[config.mk]
export PLATFORM = sky130hd
export DESIGN_NAME = babbage_sweep_ctrl
export DESIGN_NICKNAME = d
export VERILOG_FILES = /design/src/rtl/babbage_pkg.sv /design/src/rtl/babbage_dwell_timer.sv /design/src/rtl/babbage_sweep_ctrl.sv
export SDC_FILE = /design/constraint.sdc
export NUM_CORES = 1
export LEC_CHECK = 0
export CAP_MARGIN = 5
export CORE_MARGIN = 4
export CORE_UTILIZATION = 35
export CTS_BUF_LIST = sky130_fd_sc_hd__clkbuf_2
export CTS_CLUSTER_DIAMETER = 200
export CTS_CLUSTER_SIZE = 10
export DETAILED_ROUTE_END_ITERATION = 10
export REMOVE_ABC_BUFFERS = 1
export SYNTH_ARGS = -nofsm -noshare
export SYNTH_HDL_FRONTEND = slang
export SYNTH_SLANG_ARGS = --single-unit
[constraint.sdc]
create_clock -name clk -period 6 [get_ports clk]
set_input_delay 1.2 -clock clk [delete_from_list [all_inputs] [get_ports clk]]
set_output_delay 1.2 -clock clk [all_outputs]
set_load 0.01 [all_outputs]
[src/rtl/babbage_pkg.sv]
// babbage_pkg: n/f widths shared with babbage_engine, and the sweep FSM state encoding
package babbage_pkg;
  localparam int BABBAGE_N_W = 6;
  localparam int BABBAGE_F_W = 14;
  typedef enum logic [2:0] {IDLE, ENG_GO, ENG_WAIT, CVT_GO, CVT_WAIT, DWELL, FINISH} sweep_state_t;
endpackage

[src/rtl/babbage_dwell_timer.sv]
// babbage_dwell_timer: loadable down-counter with zero flag (dwell hold and watchdog)
module babbage_dwell_timer #(
  parameter int W = 8
) (
  input  logic         clk,
  input  logic         rst_n,
  input  logic         clr,
  input  logic         load,
  input  logic         en,
  input  logic [W-1:0] load_val,
  output logic         zero
);
  logic [W-1:0] cnt_q, cnt_d;
  // clear beats load beats count; counting stops at zero
  always_comb cnt_d = clr ? '0 : load ? load_val : (en && cnt_q != '0) ? cnt_q - 1'b1 : cnt_q;
  // counter register
  always_ff @(posedge clk or negedge rst_n)
    if (!rst_n) cnt_q <= '0;
    else cnt_q <= cnt_d;
  assign zero = cnt_q == '0;
endmodule

[src/rtl/babbage_sweep_ctrl.sv]
// babbage_sweep_ctrl: sweeps babbage_engine over n_lo..n_hi and feeds each f to bin2bcd; BABBAGE_SWEEP_WATCHDOG_EN adds a wait watchdog
module babbage_sweep_ctrl
  import babbage_pkg::*;
#(
  parameter int N_W            = BABBAGE_N_W,
  parameter int F_W            = BABBAGE_F_W,
  parameter int DWELL_CYCLES   = 50_000_000,
  parameter int TIMEOUT_CYCLES = 4096
) (
  input  logic           clk,
  input  logic           rst_n,
  input  logic           start,
  input  logic           abort,
  input  logic [N_W-1:0] n_lo,
  input  logic [N_W-1:0] n_hi,
  output logic           eng_start,
  output logic [N_W-1:0] eng_n,
  input  logic           eng_done,
  input  logic [F_W-1:0] eng_f,
  output logic           cvt_start,
  output logic [F_W-1:0] cvt_bin,
  input  logic           cvt_done,
  output logic [N_W-1:0] cur_n,
  output logic [F_W-1:0] cur_f,
  output logic           busy,
  output logic           sweep_done,
  output logic           err
);
  localparam int DW_W = $clog2(DWELL_CYCLES + 1);
  sweep_state_t   state_q, state_d;
  logic [N_W-1:0] idx_q, idx_d, hi_q, hi_d, cur_n_q, cur_n_d;
  logic [F_W-1:0] cur_f_q, cur_f_d, cvt_bin_q, cvt_bin_d;
  logic           accept, capture, dw_zero, wd_to;
  assign accept  = state_q == IDLE && start && !abort;
  assign capture = state_q == ENG_WAIT && state_d == CVT_GO;
  // state register
  always_ff @(posedge clk or negedge rst_n)
    if (!rst_n) state_q <= IDLE;
    else state_q <= state_d;
  // next state; abort overrides everything, stray done pulses fall through as no-ops
  always_comb begin
    state_d = state_q;
    case (state_q)
      IDLE:     if (start) state_d = n_lo > n_hi ? FINISH : ENG_GO;
      ENG_GO:   state_d = ENG_WAIT;
      ENG_WAIT: state_d = eng_done ? CVT_GO : wd_to ? IDLE : ENG_WAIT;
      CVT_GO:   state_d = CVT_WAIT;
      CVT_WAIT: state_d = cvt_done ? DWELL : wd_to ? IDLE : CVT_WAIT;
      DWELL:    if (dw_zero) state_d = idx_q == hi_q ? FINISH : ENG_GO;
      FINISH:   state_d = IDLE;
      default:  state_d = IDLE;
    endcase
    if (abort) state_d = IDLE;
  end
  // idx compared against n_hi before incrementing, so the top code never wraps
  always_comb begin
    idx_d     = (accept && state_d == ENG_GO) ? n_lo : (state_q == DWELL && state_d == ENG_GO) ? idx_q + 1'b1 : idx_q;
    hi_d      = accept ? n_hi : hi_q;
    cur_n_d   = capture ? idx_q : cur_n_q;
    cur_f_d   = capture ? eng_f : cur_f_q;
    cvt_bin_d = capture ? eng_f : cvt_bin_q;
  end
  // datapath registers
  always_ff @(posedge clk or negedge rst_n)
    if (!rst_n) begin
      idx_q     <= '0;
      hi_q      <= '0;
      cur_n_q   <= '0;
      cur_f_q   <= '0;
      cvt_bin_q <= '0;
    end else begin
      idx_q     <= idx_d;
      hi_q      <= hi_d;
      cur_n_q   <= cur_n_d;
      cur_f_q   <= cur_f_d;
      cvt_bin_q <= cvt_bin_d;
    end
  babbage_dwell_timer #(.W(DW_W)) u_dwell (
    .clk      (clk),
    .rst_n    (rst_n),
    .clr      (abort),
    .load     (state_q == CVT_WAIT && state_d == DWELL),
    .en       (state_q == DWELL),
    .load_val (DW_W'(DWELL_CYCLES - 1)),
    .zero     (dw_zero)
  );
`ifdef BABBAGE_SWEEP_WATCHDOG_EN
  localparam int WD_W = $clog2(TIMEOUT_CYCLES + 1);
  logic wd_wait, wd_zero, err_q, err_d;
  assign wd_wait = state_q == ENG_WAIT || state_q == CVT_WAIT;
  assign wd_to   = wd_wait && wd_zero;
  babbage_dwell_timer #(.W(WD_W)) u_wd (
    .clk      (clk),
    .rst_n    (rst_n),
    .clr      (1'b0),
    .load     (state_d != state_q),
    .en       (wd_wait),
    .load_val (WD_W'(TIMEOUT_CYCLES - 1)),
    .zero     (wd_zero)
  );
  // sticky timeout flag, cleared by the next accepted start
  always_comb err_d = accept ? 1'b0 : wd_to ? 1'b1 : err_q;
  // error flag register
  always_ff @(posedge clk or negedge rst_n)
    if (!rst_n) err_q <= 1'b0;
    else err_q <= err_d;
  assign err = err_q;
`else
  assign wd_to = 1'b0;
  assign err   = 1'b0;
`endif
  // outputs decoded from state; an abort in FINISH suppresses the completion pulse
  always_comb begin
    eng_start  = state_q == ENG_GO;
    cvt_start  = state_q == CVT_GO;
    busy       = state_q != IDLE;
    sweep_done = state_q == FINISH && !abort;
    eng_n      = idx_q;
    cvt_bin    = cvt_bin_q;
    cur_n      = cur_n_q;
    cur_f      = cur_f_q;
  end
endmodule

# [After elaboration in Yosys (flattened, before gate mapping)]
# Cells that the tools add are included.
[totals] elab_cells=47 output_inout_bits=45 regBits=61 input_bits=32
[classes] n_lt_le_gt_ge=1 n_addsub=2 reduce_logical=15 n_eq_ne=10 n_mux=13
[ops] cell="2-to-1 mux 26 bit" count=3
[ops] cell="zero test 26 bit" count=1
[ops] cell="nonzero test 26 bit" count=1
[ops] cell="subtractor 26 x 1 -> 26 bit, second input constant" count=1
[ops] cell="one-hot mux 3 bit (6 select lines)" count=1
[ops] cell="2-to-1 mux 3 bit" count=5
[ops] cell="== test 3 bit, second input constant" count=4
[ops] cell="2-to-1 mux 6 bit" count=2
[ops] cell="== test 3 x 2 -> 1 bit, second input constant" count=3
[ops] cell="logical AND 1 bit" count=8
[ops] cell="adder 6 x 1 -> 6 bit, second input constant" count=1
[ops] cell="== test 3 x 1 -> 1 bit, second input constant" count=2
[ops] cell="== test 6 bit" count=1
[ops] cell="> comparator 6 bit" count=1
[ops] cell="nonzero test 3 bit" count=2
[ops] cell="zero test 3 bit" count=1
[ops] cell="2-to-1 mux 1 bit" count=2
[ops] cell="nonzero test 2 bit" count=1
[ops] cell="zero test 1 bit" count=1

# [Longest topological paths before layout]
[depth] ltp_word=9 ltp_mapped=12 ltp_nobuf=10

# [By module]
# Synthesis repeated with hierarchy kept, for this count alone.
[unflattened] hier_cells=391 area_unflattened_um2=3799.9
[modules_own_cells] mod="babbage_sweep_ctrl" seq_area_each_um2=875.8 cells_per_inst=190 area_per_inst_um2=2047.0 instances=1
[modules_own_cells] mod="babbage_dwell_timer" seq_area_each_um2=650.6 cells_per_inst=201 area_per_inst_um2=1752.9 instances=1

# [Least setup slack after synthesis]
# No wires, ideal clock.
[synth_timing] path_kind="input to register" start="input port n_hi[5]" end="register u_dwell.cnt_q[12]" arrival_ns=3.304 setup_time_ns=0.124 t_required_ns=5.876 setup_slack_ns=2.573 stages=11 path_buffers=1 cell_sequence="inv_1 ha_1 and4_1 o21ai_0 a32oi_1 o22a_1 o31ai_2 or2_0 clkbuf_1 o21ai_0 a211o_1"
[synth_between] elab_chain_len=9 elab_cells_between_ends=10 classes_between="order compare: 1; eq/ne: 1; mux: 6; reduce/logical: 2"
[synth_rtl] item="from (decl)" line="babbage_sweep_ctrl.sv:15" source="input logic [N_W-1:0] n_hi,"
[synth_rtl] item="> comparator 6 bit *" line="babbage_sweep_ctrl.sv:44" source="IDLE: if (start) state_d = n_lo > n_hi ? FINISH : ENG_GO;"
[synth_rtl] item="2-to-1 mux 3 bit * (2 in series)" line="babbage_sweep_ctrl.sv:44"
[synth_rtl] item="one-hot mux 3 bit (6 select lines) *" line="babbage_sweep_ctrl.sv:43" source="case (state_q)"
[synth_rtl] item="2-to-1 mux 3 bit *" line="babbage_sweep_ctrl.sv:53" source="if (abort) state_d = IDLE;"
[synth_rtl] item="== test 3 bit *" line="babbage_sweep_ctrl.sv:82" source=".load (state_q == CVT_WAIT && state_d == DWELL),"
[synth_rtl] item="logical AND 1 bit *" line="babbage_sweep_ctrl.sv:82"
[synth_rtl] item="2-to-1 mux 26 bit (2 in series)" line="babbage_dwell_timer.sv:15" source="always_comb cnt_d = clr ? '0 : load ? load_val : (en && cnt_q != '0) ? cnt_q - 1'b1 : cnt_q;"
[synth_rtl] item="to (signal assigned)" line="babbage_dwell_timer.sv:19" source="else cnt_q <= cnt_d;"
[synth_rtl] item="to (decl)" line="babbage_dwell_timer.sv:13" source="logic [W-1:0] cnt_q, cnt_d;"
# Every way passes the cells marked *; elsewhere a longest branch is shown, timed or not.
# A chain may end at the register's enable or synchronous reset.

# [Worst setup path after layout]
[layout_timing] start="input port n_lo[5]" end="register u_dwell.cnt_q[12]"
[layout_between] elab_chain_len=9 elab_cells_between_ends=10 classes_between="order compare: 1; eq/ne: 1; mux: 6; reduce/logical: 2"
[layout_rtl] item="from (decl)" line="babbage_sweep_ctrl.sv:14" source="input logic [N_W-1:0] n_lo,"
[layout_rtl] item="> comparator 6 bit *" line="babbage_sweep_ctrl.sv:44"
[layout_rtl] item="2-to-1 mux 3 bit * (2 in series)" line="babbage_sweep_ctrl.sv:44"
[layout_rtl] item="one-hot mux 3 bit (6 select lines) *" line="babbage_sweep_ctrl.sv:43"
[layout_rtl] item="2-to-1 mux 3 bit *" line="babbage_sweep_ctrl.sv:53"
[layout_rtl] item="== test 3 bit *" line="babbage_sweep_ctrl.sv:82"
[layout_rtl] item="logical AND 1 bit *" line="babbage_sweep_ctrl.sv:82"
[layout_rtl] item="2-to-1 mux 26 bit (2 in series)" line="babbage_dwell_timer.sv:15"
# Marks and branches as above.

==> impl_metrics.toml <==
[outcome]
status = "finished, final reports clean"

[route]
drtIter0Drc = 112
dr.pass1.iters = 4
drc_errors = 0
wl_um = 8180
routed_via_density = 5.06
ant_nets = 0
post_drt_wl_per_cell_um = 15.0
vias = 2752

[logic_synthesis]
synthTopCellsByArea = "dfrtp_1 46%, mux2_2 6.7%, o21ai_0 3.7%"
synth_compound_gate_area_share_pct = 15.4
yosys.area_share.adder_pct = 3.36
synth_ff_type = "dfrtp_1"
ys_warn_count = 0
yosys.area_share.simple_pct = 18.9
synth_mux_area_share_pct = 7.02
syn_area_per_cell_um2 = 9.66
netlist_top_cells_count = "61 x dfrtp_1, 27 x nand2_1, 27 x nor2_1"
ys_ff_latch = 61
yosys.area.top_type = "dfrtp_1"
synthesis.area_um2 = 3350
async_flop_share_pct = 100
synthXorXnorAreaFrac_pct = 3.14
synth.most_common_cell = "dfrtp_1"
synth_top_family_by_area = "simple AND/OR/NAND/NOR gates"
yosysSeqAreaShare_pct = 45.6
synthCells = 347
synth_top_area_share_pct = 45.6
ys_types = 55
synth_edf_count = 0

[worst_hold_path]
hold_path.class = "flip-flop to flip-flop"

[power_and_ir_drop]
intPower_mw = 1.16
p_sw_mw = 0.852
switching_share_pct = 42.3
leakage_nw = 1.92
p_seq_share_pct = 33.7
p_clk_share_pct = 14.1
peakVddDrop_mv = 0.223
power_density_nw_per_um2 = 475
pwr-share-comb_pct = 52.2

[critical_path]
arrival_ps = 4190
path_class = "input port to flip-flop"
required_ps = 6400
cp_max_fo = 10
crit_chain = "clkdlybuf4s50_1 -> ha_1 -> and4_1 -> o21ai_0 -> a32oi_1 -> o22a_1 -> o31ai_2 -> or2_0 -> o21ai_0 -> a211o_1"
crit_path_start_kind = "input port"
crit_slowest_cell = "o31ai_2"
end_kind = "flip-flop"
crit_top_cell = "o21ai_0"
slowest_delay_ps = 570

[layout]
seqCellArea_um2 = 1530
fill_cells = 910
layout.nets = 451
layout-drive-gt1-share_pct = 11.8
diodes = 0
multi_input_area_um2 = 1610
fin_util_pct = 45.6
syn2layout_area_growth_pct = 26.3

[cts]
clkSinkCount = 61
cts-resized-gates = 0
cts.path.max_buffers = 2
cts_tree = "done"
clk_latency_ps = 510
cts_root_buf = "clkbuf_2"
cts.clk_slew.worst_paths_ps = 200
cts_buffers = 9
cts_hold_buffers = 0
postCtsSetupBuffers = 0
htreeDepth = 3

[sta]
setup_tns_ps = 0
period_needed_ps = 3780
finalMaxSlewViolations = 0
slew_headroom_pct = 18.5
period_share_pct = 63.0
worst_pin_slew_ps = 1210
fin_skew_ps = 41.1
hold_violations = 0
setup_violations = 0
grt_setup_unrepaired = "no"
max_freq_mhz = 264

[job]
max_cap_viol_count = 0

[grt]
grt_pass1_wl_um = 13900
antenna_found_initial = 0
grt_use_total_pct = 15.4
grt_pass1_vias = 2967
grt_max_degree = 62
grt_overflow = 0

[die]
die-area_um2 = 11200
dieHeight_um = 106
rows = 35
initial_core_util_pct = 36.1
core_um2 = 9280
design.portCount = 77
die_x_um = 106

[placement]
dp_hpwl_um = 5850
io_buffers = 75
gp_congestion = 0.849
==> cell usage in the layout, fill, tap and decap left out, types with 2 or more instances in the layout <==
master,n
nand3_1,15
xnor2_1,6
clkbuf_2,9
inv_1,15
o2bb2ai_1,2
nor2b_1,5
mux2_2,20
nor3_1,19
ha_1,9
inv_6,3
o21ai_0,25
a21o_1,6
nor2_1,27
o22ai_1,2
nor3b_1,2
or3_1,3
nand4_1,2
nand2b_1,3
dfrtp_1,61
and2_1,5
a22o_1,7
nor4_1,3
xor2_1,6
o21ai_1,7
a21oi_1,18
a31oi_1,2
nand2_1,27
clkinv_4,2
clkdlybuf4s50_1,74
==> final cells by class <==
class                           instances  area share, %
Inverter                               16           1.42
Clock buffer                            9           1.06
Sequential cell                        61           36.1
Timing Repair Buffer                   76           17.8
Multi-Input combinational cell        246           37.9
Clock inverter                          7           1.92
Tap cell                              129           3.81
==> flip-flops by register name, indices dropped and copies added, names as in the netlist <==
name,flops
cur_f,14
u_dwell.cnt_q,26
eng_n,6
hi_q,6
state_q,3
cur_n,6
==> per-stage QoR <==
stage | worst slack, ps | hold WS [ps] | area (µm²) | total power, mW | instances
finish | 2220 | 520 | 4230 | 2.01 | 544
detailed placement | 1680 | 483 | 4110 | 1.74 | 528
global route | 2090 | 554 | 4230 | 2.17 | 544
global placement | 1770 | 484 | 4110 | 1.72 | 528
floorplan | 2610 | 449 | 3190 | 1.29 | 323
CTS | 2260 | 525 | 4230 | 2.03 | 544
==> final timing paths <==
check	cells past startpoint	endpoint	slack, ps	startpoint
max	10	u_dwell.cnt_q[12]	2220	n_lo[5]
min	1	u_dwell.cnt_q[1]	520	u_dwell.cnt_q[1]
max reg2reg	8	u_dwell.cnt_q[4]	2930	u_dwell.cnt_q[10]
min reg2reg	1	u_dwell.cnt_q[1]	520	u_dwell.cnt_q[1]
max in group asynchronous	2	cur_f[6]	4620	rst_n
min in group asynchronous	2	u_dwell.cnt_q[5]	820	rst_n
==> power by group through the flow <==
stage | logic [mW] | clock network, mW | registers (mW)
finish | 1.05 | 0.284 | 0.678
global route | 1.16 | 0.313 | 0.704
CTS | 1.06 | 0.296 | 0.680
detailed placement | 1.05 | 0 | 0.687
global placement | 1.04 | 0 | 0.684
floorplan | 0.574 | 0 | 0.715
==> metal layers <==
layer  wire length (µm)  share of wire (%)  up-vias  global-route usage [%]
li1                   -                  -     1344                       -
met1               3700                 45     1316                    18.8
met2               3830                 47       88                    25.0
met3                609                7.4        4                    6.43
met4                 38               0.46        0                    4.35
met5                  0                  0        -                       0
==> cell families after synthesis <==
group	Yosys count
AND/OR/NAND/NOR	122
AO/OA/AOI/OAI	81
flip-flops	61
buffers and inverters	40
multiplexers	21
XOR/XNOR	12
adder cells (fa/ha/maj)	9
other	1
==> worst max-delay path: cells and delay by family <==
family          cells  cell delay, ps
fa+ha+maj           1             340
compound gates      6            1530
buf+inv             1             460
simple gates        2             650
Power figures use the tool's default switching activity.
==> edit 1: new RTL, config.mk and constraints unchanged <==
Add a define of `BABBAGE_SWEEP_WATCHDOG_EN`.
--- a/src/rtl/babbage_sweep_ctrl.sv
+++ b/src/rtl/babbage_sweep_ctrl.sv
@@ -1,3 +1,5 @@
 // babbage_sweep_ctrl: sweeps babbage_engine over n_lo..n_hi and feeds each f to bin2bcd; BABBAGE_SWEEP_WATCHDOG_EN adds a wait watchdog
+`define BABBAGE_SWEEP_WATCHDOG_EN
+
 module babbage_sweep_ctrl
   import babbage_pkg::*;
Formal check against the unedited RTL: same outputs for any inputs over 10 cycles, from zero or initial values and one cycle with rst_n low; that may be too few to reach the edited logic, so the function may still have changed.
==> edit 1 against the original RTL <==
Combinational power shrank 19%; sequential cell count grew 14; wire length grew 11%; worst setup slack lost 0.091 ns; synthesized area grew 22%; non-clock buffer count grew 3; power shrank 2.4%; cell area grew 19%; largest power group unchanged; highest routed layer unchanged.
==> edit 1: results <==
group,metric,value,unit
placement,dp_hpwl,6.47,mm
clocking,cts_setup_buffers,0,
global_route,grt_pass1_vias,3082,
logic_synthesis,synth_area_leaders,"dfrtp_1 46%, mux2_2 7.4%, xnor2_1 4.9%",
critical_path,rr_worst_depth,7,
logic_synthesis,yosysWarnings,0,
detailed_routing,avgViaCountPerCell,5.18,
detailed_routing,highest_layer,"met4",
sta,relSlewSlack,0.322,
clocking,clockBufferDepth,2,
placement,placed_cells,588,
layout,drive_gt1_frac,0.154,
detailed_routing,wl_met2,4.15,mm
detailed_routing,routed_wl,9.08,mm
clocking,cts_htree_levels,3,
placement,detailedPlace.worstSlack,1.84,ns
detailed_routing,dr_wl_met3,460,um
status,status,"completed",
clocking,numCtsBuffers,9,
sta,fin_crit,3.87,ns
global_route,grtUsageTotal,0.141,
placement,gp_congestion,0.788,
logic_synthesis,synth-seq-area-share,0.460,
global_route,use_met1,0.195,
placement,placed_cell_area,4880,um2
logic_synthesis,synthArstFlopShare,1.00,
critical_path,r2r_slack,2.91,ns
detailed_routing,avgRoutedWirePerCell,15.0,um
logic_synthesis,yosys_most_used_dff,"dfrtp_1",
critical_path,endpoint,"sweep_done",
global_route,globalRouteMet2Util,0.224,
logic_synthesis,synthTopCellsByCount,"75 x dfrtp_1, 29 x nor2_1, 29 x o21ai_0",
critical_path,worstPathArrival,2.67,ns
critical_path,cp_max_fo,27,
power_and_ir_drop,p_leak,2.11,nW
power_and_ir_drop,peakVddDrop,0.000270,V
detailed_routing,dr.first_iter.drc_count,110,
global_route,grt_max_degree,76,
layout,finalNetCount,499,
clocking,clk_latency,0.53,ns
hold_path,hold_class,"flip-flop to flip-flop",
critical_path,reg2reg_to,"eng_n[1]",
clocking,cts_resized,0,
critical_path,timing.rr.start,"u_dwell.cnt_q[3]",
critical_path,crit_start,"abort",
logic_synthesis,syn_avg_cell_area,10.4,um2
global_route,grt_pass1_wl,15.2,mm
logic_synthesis,netlist-cell-type-count,56,
global_route,met3_usage,0.0376,
sta,skew,0.0410,ns
clocking,clockRootBuffer,"clkbuf_2",
layout,antenna_cells,0,
detailed_routing,met1_length,4.40,mm
layout,regMostFlops,"u_dwell.cnt_q",
placement,numPortBuffers,76,
edit 1: changes by cell type in the layout (fill, tap and decap cells not counted), sizes merged, moves of 8 or more:
cell,before,now
xnor2,6,23
xor2,6,19
nand3,15,7
dfrtp,61,75
edit 1: area by class of cell:
| type | instances | area (um2) |
|---|---|---|
| clock buffers | 10 | 50.0 |
| clock inverters | 6 | 111 |
| fillers | 1141 | 6380 |
| inverters | 14 | 52.6 |
| multi-input cells | 277 | 1990 |
| flip-flops and latches | 75 | 1880 |
| well taps | 143 | 179 |
| repair buffers | 79 | 781 |
edit 1: where the power goes:
group	switching (W)	internal, W	leakage (nW)
Sequential	0.000131	0.000617	0.954
Clock	0.000186	0.000182	0.0925
Combinational	0.000414	0.000436	1.07
Total	0.000730	0.00123	2.11
edit 1: critical path: stages:
cell and delay [ns]:
clkdlybuf4s50_1 0.40, buf_4 0.22, nor3b_1 0.25, clkdlybuf4s50_1 0.59
edit 1: cells by family after synthesis:
family / share of synthesized area
fa+ha+maj: 0.0337
simple gates: 0.184
compound gates: 0.0999
buf+inv: 0.0558
xor+xnor: 0.0901
flops: 0.460
mux: 0.0769
edit 1: how the worst min path moves through the flow:
stage,from,to,slack (ns),cells past startpoint
global placement,cur_n[0],cur_n[0],0.49,1
floorplan,u_wd.cnt_q[1],u_wd.cnt_q[1],0.48,2
global route,cur_n[2],cur_n[2],0.55,1
detailed placement,cur_n[2],cur_n[2],0.49,1
finish,err,err,0.53,2
CTS,err,err,0.54,2
edit 1: stage by stage:
stage / hold slack, ns / utilization
6_report: 0.531 / 0.441
5_1_grt: 0.553 / 0.441
4_1_cts: 0.540 / 0.441
3_5_place_dp: 0.494 / 0.427
3_3_place_gp: 0.487 / 0.427
2_1_floorplan: 0.479 / -
==> edit 2: new RTL, config.mk and constraints unchanged <==
Without the edit above. `hi_q` no longer has a reset.
--- a/src/rtl/babbage_sweep_ctrl.sv
+++ b/src/rtl/babbage_sweep_ctrl.sv
@@ -65,5 +65,4 @@
     if (!rst_n) begin
       idx_q     <= '0;
-      hi_q      <= '0;
       cur_n_q   <= '0;
       cur_f_q   <= '0;
@@ -71,9 +70,12 @@
     end else begin
       idx_q     <= idx_d;
-      hi_q      <= hi_d;
       cur_n_q   <= cur_n_d;
       cur_f_q   <= cur_f_d;
       cvt_bin_q <= cvt_bin_d;
     end
+
+  always_ff @(posedge clk) begin
+    hi_q <= hi_d;
+  end
   babbage_dwell_timer #(.W(DW_W)) u_dwell (
     .clk      (clk),
Formal check against the unedited RTL: same outputs for any inputs over 10 cycles, from zero or initial values and one cycle with rst_n low; that may be too few to reach the edited logic, so the function may still have changed.
==> edit 2 against the original RTL <==
Worst setup slack lost 0.22 ns; cell area increased by 3.7%; clock power down 13%; synthesized area increased by 5.3%; sequential cell count unchanged; hold slack gained 0.0095 ns; clock skew is 0.013 ns lower; power decreased by 12%; sequential share of layout area shrank 0.61 points; global-route usage increased by 0.057 points; wire length is 7.6% higher; non-clock buffer count grew 4; critical path type is now primary input to output pin; highest routed layer unchanged.
==> edit 2: results <==
group,metric,value,unit
status,status,"completed",
clocking,clk_pin_slew,0.15,ns
global_route,grtUsageTotal,0.155,
logic_synthesis,synth_edf_count,6,
placement,placed_cell_area,4290,um2
layout,drive_gt1_frac,0.138,
critical_path,cp_top_family,"buffers and inverters",
detailed_routing,dr.first_iter.drc_count,241,
logic_synthesis,synth_area_leaders,"dfrtp_1 39%, mux2_4 8.5%, edfxtp_1 5.1%",
critical_path,cpMaxStageDelayCell,"clkdlybuf4s50_1",
placement,gp_congestion,0.798,
logic_synthesis,synthCells,341,
power_and_ir_drop,p_leak,1.86,nW
detailed_routing,via_count,2896,
detailed_routing,avgRoutedWirePerCell,16.3,um
logic_synthesis,synth-seq-area-share,0.441,
placement,placed_cells,524,
logic_synthesis,netlist-cell-type-count,59,
hold_path,holdPathEnd,"cur_n[1]",
logic_synthesis,synthTopCellsByCount,"55 x dfrtp_1, 29 x nor2_1, 24 x nand2_1",
sta,skew,0.0284,ns
placement,detailedPlace.worstSlack,1.99,ns
critical_path,cp_slowest_stage_delay,0.72,ns
critical_path,reg2reg_to,"eng_n[0]",
hold_path,min-delay-start,"cur_n[1]",
detailed_routing,dr.pass1.iters,5,
critical_path,worstPathArrival,2.80,ns
[edit 2: metal layers]
metal,global-route usage,share of wire,vias up
met5,0,0,-
met4,0.0568,0.017,0
met3,0.0293,0.082,17
met2,0.244,0.46,121
met1,0.211,0.44,1408
li1,-,-,1350
[edit 2: how the worst max path moves through the flow]
| stage | end | slack, ns |
|---|---|---|
| final | sweep_done | 2.00 |
| after detailed placement | sweep_done | 1.99 |
| after floorplan | cur_f[0] | 2.56 |
| after CTS | sweep_done | 1.99 |
| after global placement | sweep_done | 2.03 |
| after global routing | sweep_done | 1.89 |
[edit 2: layout make-up]
class                   count  share of cell area
flip-flops and latches     61               0.355
well taps                 133              0.0379
repair buffers             80               0.178
clock inverters             6              0.0123
clock buffers              10              0.0114
inverters                  11             0.00940
multi-input cells         239               0.396
[edit 2: kinds of logic (layout without fill, tap and decap cells)]
logic type                 count (synthesis)  in the layout  share of synthesized area
DFF                                       61             61                      0.441
AOI/OAI and AO/OA                         65             65                      0.143
adders and majority gates                  9              9                     0.0319
muxes                                     23             23                     0.0943
other                                      1              1                    0.00106
buffers and inverters                     41            107                     0.0663
xor gates and xnor gates                  14             14                     0.0347
and+or+nand+nor                          127            127                      0.188
[edit 2: stage by stage]
step	hold slack [ns]	utilization	power [W]
final	0.530	0.447	0.00177
after CTS	0.535	0.447	0.00178
after detailed placement	0.493	0.437	0.00153
after global routing	0.545	0.447	0.00189
after floorplan	0.485	-	0.00110
after global placement	0.497	0.437	0.00152
[edit 2: power by group]
| part | switching, W | internal [W] |
|---|---|---|
| Clock | 0.000154 | 0.0000940 |
| Sequential | 0.000121 | 0.000520 |
| Combinational | 0.000393 | 0.000488 |
| Total | 0.000668 | 0.00110 |
